`src/rtl/usr_pkg.sv`:
```
// Shared mode encoding and default width for the universal shift register.
package usr_pkg;

    typedef logic [1:0] usr_mode_t;

    localparam usr_mode_t MODE_HOLD = 2'b00;
    localparam usr_mode_t MODE_SHR  = 2'b01;
    localparam usr_mode_t MODE_SHL  = 2'b10;
    localparam usr_mode_t MODE_LOAD = 2'b11;

    localparam int DEFAULT_WIDTH = 4;

endpackage

```
`src/rtl/usr_bit_cell.sv`:
```
// One storage bit of the universal shift register.
// It selects between hold, left neighbour, right neighbour and the load bit.
module usr_bit_cell
    import usr_pkg::*;
(
    input  logic      clk,
    input  logic      reset,
    input  logic      en,
    input  usr_mode_t mode,
    input  logic      from_left,
    input  logic      from_right,
    input  logic      load_bit,
    output logic      q
);

    always_ff @(posedge clk) begin
        if (reset) begin
            q <= 1'b0;
        end else if (en) begin
            case (mode)
                MODE_SHR:  q <= from_left;
                MODE_SHL:  q <= from_right;
                MODE_LOAD: q <= load_bit;
                default:   q <= q;
            endcase
        end
    end

endmodule

```
`src/rtl/universal_shift_register.sv`:
```
// Parametrised hold / shift-right / shift-left / load register with a saturating shift counter.
// Optional macro USR_ROTATE_EN adds a rot input that feeds the discarded bit back in on shifts.
module universal_shift_register
    import usr_pkg::*;
#(
    parameter  int WIDTH = DEFAULT_WIDTH,
    localparam int CNT_W = $clog2(WIDTH + 1)
) (
    input  logic             clk,
    input  logic             reset,
    input  logic             en,
    input  usr_mode_t        mode,
    input  logic [WIDTH-1:0] d_in,
    input  logic             sin_r,
    input  logic             sin_l,
`ifdef USR_ROTATE_EN
    input  logic             rot,
`endif
    output logic [WIDTH-1:0] d_out,
    output logic             sout_r,
    output logic             sout_l,
    output logic [CNT_W-1:0] shift_cnt,
    output logic             full_shift
);

    logic             msb_fill;
    logic             lsb_fill;
    logic [WIDTH-1:0] shr_src;
    logic [WIDTH-1:0] shl_src;
    logic [CNT_W-1:0] cnt_next;

`ifdef USR_ROTATE_EN
    assign msb_fill = rot ? d_out[0]       : sin_r;
    assign lsb_fill = rot ? d_out[WIDTH-1] : sin_l;
`else
    assign msb_fill = sin_r;
    assign lsb_fill = sin_l;
`endif

    // Per-bit next value for each shift direction, ends included.
    assign shr_src = {msb_fill, d_out[WIDTH-1:1]};
    assign shl_src = {d_out[WIDTH-2:0], lsb_fill};

    for (genvar i = 0; i < WIDTH; i++) begin : g_cell
        usr_bit_cell u_cell (
            .clk        (clk),
            .reset      (reset),
            .en         (en),
            .mode       (mode),
            .from_left  (shr_src[i]),
            .from_right (shl_src[i]),
            .load_bit   (d_in[i]),
            .q          (d_out[i])
        );
    end

    assign sout_r = d_out[0];
    assign sout_l = d_out[WIDTH-1];

    always_comb begin
        cnt_next = shift_cnt;
        case (mode)
            MODE_SHR, MODE_SHL: begin
                if (shift_cnt != CNT_W'(WIDTH)) begin
                    cnt_next = shift_cnt + 1'b1;
                end
            end
            MODE_LOAD: cnt_next = '0;
            default:   cnt_next = shift_cnt;
        endcase
    end

    // full_shift is registered alongside the counter so both change on the same edge.
    always_ff @(posedge clk) begin
        if (reset) begin
            shift_cnt  <= '0;
            full_shift <= 1'b0;
        end else if (en) begin
            shift_cnt  <= cnt_next;
            full_shift <= (cnt_next == CNT_W'(WIDTH));
        end
    end

endmodule

```
`config.mk`:
```
export PLATFORM = sky130hd
export DESIGN_NAME = universal_shift_register
export DESIGN_NICKNAME = d
export VERILOG_FILES = /design/src/rtl/usr_pkg.sv /design/src/rtl/usr_bit_cell.sv /design/src/rtl/universal_shift_register.sv
export SDC_FILE = /design/constraint.sdc
export NUM_CORES = 1
export LEC_CHECK = 0
export BUFFER_PORTS_ARGS = -buffer_cell sky130_fd_sc_hd__buf_2
export CELL_PAD_IN_SITES_DETAIL_PLACEMENT = 1
export CELL_PAD_IN_SITES_GLOBAL_PLACEMENT = 1
export CORE_MARGIN = 4
export CORE_UTILIZATION = 23
export DETAILED_ROUTE_END_ITERATION = 16
export HOLD_SLACK_MARGIN = 0.1
export PLACE_DENSITY = 0.57
export SLEW_MARGIN = 20
export SYNTH_ARGS = -nofsm -noshare
export SYNTH_HDL_FRONTEND = slang
export SYNTH_HIERARCHICAL = 1
export SYNTH_SLANG_ARGS = --single-unit
```
`constraint.sdc`:
```
create_clock -name clk -period 1.3 [get_ports clk]
set_clock_uncertainty 0.05 [all_clocks]
set_input_delay 0.13 -clock clk [delete_from_list [all_inputs] [get_ports clk]]
set_output_delay 0.13 -clock clk [all_outputs]
set_load 0.02 [all_outputs]
```
==> impl_results.md <==
* Routed Antenna Nets at 0
* Core area at 2297 um^2
* Worst hold slack at 118.8 ps
* Fmax at 0.7025 GHz
* Share of the synthesized area in the top cell type at 27.89%
* Max Slew Vio Count at 0
* Pin count of the biggest net entering global routing at 20
* Synth Instances at 60
* Synth top area cells: dfxtp_1 (28%), and4bb_1 (8.7%), mux2i_1 (8.7%)
* Finished Cell Area at around 820 um^2
* Clk root buf: clkbuf_4
* Minimum clock period at 1424 ps
* Filler cells at 287
* Cell Area, Synth at approximately 570 um^2
* Final hold violation count at 0
* Final setup viols at 4
* Diodes inserted at 0
* Synth cell types at 23
* Max IR drop VDD at 0.4160 mV
* Leak at 0.3800 nW
* H-tree depth at 1
* Share of layout cells above drive strength 1 at about half
* Most used flip-flop cell after synthesis: dfxtp_1
* Vias in the first global route at roughly 600
* Seq/Total Area, Yosys at 27.89%
* Core Util, Final at 35.51%
* Outcome: finished with violations
* CTS Buf Count at 3
* Failing checks: setup timing
* Top cells by count, synth: inv_1 (10), dfxtp_1 (8), mux2i_1 (5)
* Max transition margin at between 70% and 80%
* Clock power share at slightly below 30%
* Worst setup SP type: flip-flop
* GRT overflow at 0
* Vias per cell at 4.795
* Setup WS post-layout at -123.6 ps
* Iteration-0 DRC Markers at 3
* Clock Sinks at 8
* RSZ-0062 raised after global routing: yes
* Worst path required time at 1420 ps
* Synth warnings at 6
* Power density over the cells at roughly 860 nW/um^2
* Worst skew pair latency at ~260 ps
* Vias at around 560
* Port Buffers at 20
* Ys async rst share at 0%
* Net Sw Frac at 31.95%
* Chip Height at 57.97 um
* Starting Density at 25.00%
* Total track usage at 10.72%
* Area grow syn2layout at 42.05%
* Io pins at 21
* Hold Buf Count CTS at 0
* Post-Route WL at between 1.5 and 2 mm
* Die area at 3361 um^2
* Worst Setup End Kind: flip-flop
* Hpwl dp at around 1.2 mm
* Fin crit share at 109.5%
* Max Buffers Root-to-Sink at 2
* First-pass GRT wire length at 2.822 mm
* Hold Crit Class: in -> reg
* Number of flops mapped to enable cells by yosys at 0
* Switch Pwr at 0.0002242 W
* Seq cells post-synth at 8
* RePlAce Congestion at 0.6510
* Chip Width at between 50 and 60 um
* Register share of total power at 39.1%
* Antenna violations before repair at 0
* Syn_nets at between 70 and 80
* WL/cell at between 10 and 15 um
* FP Rows at 17
* Cell Int Power at between 0.0004 and 0.0005 W
* Logic pwr share at 31.5%
* Syn Area/Cell at 9.572 um^2
* Post-route DRC at 0
* # nets final at about 100
* DR pass1 iterations at 4
* Worst-margin pin slew at 308.9 ps
* CP Max Fanout at 4
* Kind of critical path: reg -> reg
* Cell with the most instances after synthesis: inv_1
* Synth area leader: dfxtp_1
* Clock-pin transition on the worst setup and hold timing paths at 60 ps
* Arrival @ worst endpoint at 1540 ps
* DP Area at 763.2 um^2
* CTS tree: done
* Maxcap violations at 0
metrics by stage:
stage | total power [W] | setup slack, ps | TNS [ps] | std cells
2_1_floorplan | 0.0004131 | -100.6 | -180.8 | 60
3_3_place_gp | 0.0004915 | -134.9 | -327.1 | 112
3_5_place_dp | 0.0004952 | -151.2 | -421.7 | 112
4_1_cts | 0.0007119 | -120.4 | -341.9 | 116
5_1_grt | 0.0007538 | -237.4 | -898.8 | 117
6_report | 0.0007017 | -123.6 | -449.2 | 117
registers in the layout, indices dropped and copies added, names as in the netlist:
name	cells
shift_cnt	3
full_shift	1
g_cell.u_cell/q	4
critical path, cell delays in order, from the launching register on:
cell and delay, ps:
dfxtp_4 370, inv_4 40, ha_4 150, a211oi_2 330
mux2i_1 160, a211oi_1 240
cell type report:
class / instances / area [um^2] / share of cell area [%]
repair buffers: 27 / 152.6 / 18.71
clock buffers: 4 / 26.28 / 3.221
flip-flops and latches: 8 / 167.7 / 20.55
multi-input cells: 40 / 394.1 / 48.31
well taps: 28 / 35.03 / 4.294
inverters: 10 / 40.04 / 4.908
what timing repair did:
item / 4_1_cts / 5_1_grt
buffers inserted: 0 / 1
pin swaps: 1 / 2
cloned: 0 / 0
resized for setup: 2 / 2
setup endpoints to repair: 4 / 4
path summary, 6_finish.rpt:
kind                                                 startpoint                               to  slack (ps)  depth (start not counted)
worst max-delay path                  shift_cnt[1]$_SDFFE_PP0P_        shift_cnt[0]$_SDFFE_PP0P_        -120                          5
worst min-delay path                                      reset        shift_cnt[2]$_SDFFE_PP0P_         120                          2
worst max register to register        shift_cnt[1]$_SDFFE_PP0P_        shift_cnt[0]$_SDFFE_PP0P_        -120                          5
worst min register to register  g_cell[3].u_cell/q$_SDFFE_PP0P_  g_cell[3].u_cell/q$_SDFFE_PP0P_         430                          2
power groups by stage:
stage / logic (W) / clock network (W) / registers [W]
final: 0.000221 / 0.000206 / 0.000275
after global routing: 0.000245 / 0.000231 / 0.000278
after CTS: 0.000220 / 0.000218 / 0.000274
after detailed placement: 0.000216 / 0 / 0.000279
after global placement: 0.000212 / 0 / 0.000279
after floorplan: 0.000113 / 0 / 0.000300
kinds of logic (layout without fill, tap and decap cells):
kind of cell    Yosys count  count (layout)  share of synthesized area (%)
compound gates           22              22                          32.03
buf+inv                  12              41                          9.150
simple gates              9               9                          13.73
flops                     8               8                          27.89
mux                       6               6                          10.68
fa+ha+maj                 3               3                          6.537
cells in the final DEF (no fill, tap or decap), drive strengths merged:
cell type / synthesis / routed
clkbuf: 0 / 4
mux2: 1 / 1
buf: 2 / 27
a31oi: 1 / 1
dfxtp: 8 / 8
a311o: 4 / 4
o221ai: 1 / 1
inv: 10 / 10
and4bb: 4 / 4
a31o: 1 / 1
nand2b: 1 / 1
a211oi: 3 / 3
o41ai: 1 / 1
nor2: 2 / 2
o21ai: 4 / 4
a22oi: 1 / 1
ha: 3 / 3
or3b: 1 / 1
nor2b: 1 / 1
a22o: 1 / 1
mux2i: 5 / 5
a21oi: 5 / 5
metal layers:
layer | vias to the layer above | routed length, um | GRT usage [%]
li1 | 284 | - | -
met1 | 267 | 717 | 14.10
met2 | 8 | 805 | 16.61
met3 | 2 | 47 | 1.559
met4 | 0 | 22 | 5.960
met5 | - | 0 | 0
Note: power is estimated with default switching activity, not from simulation.
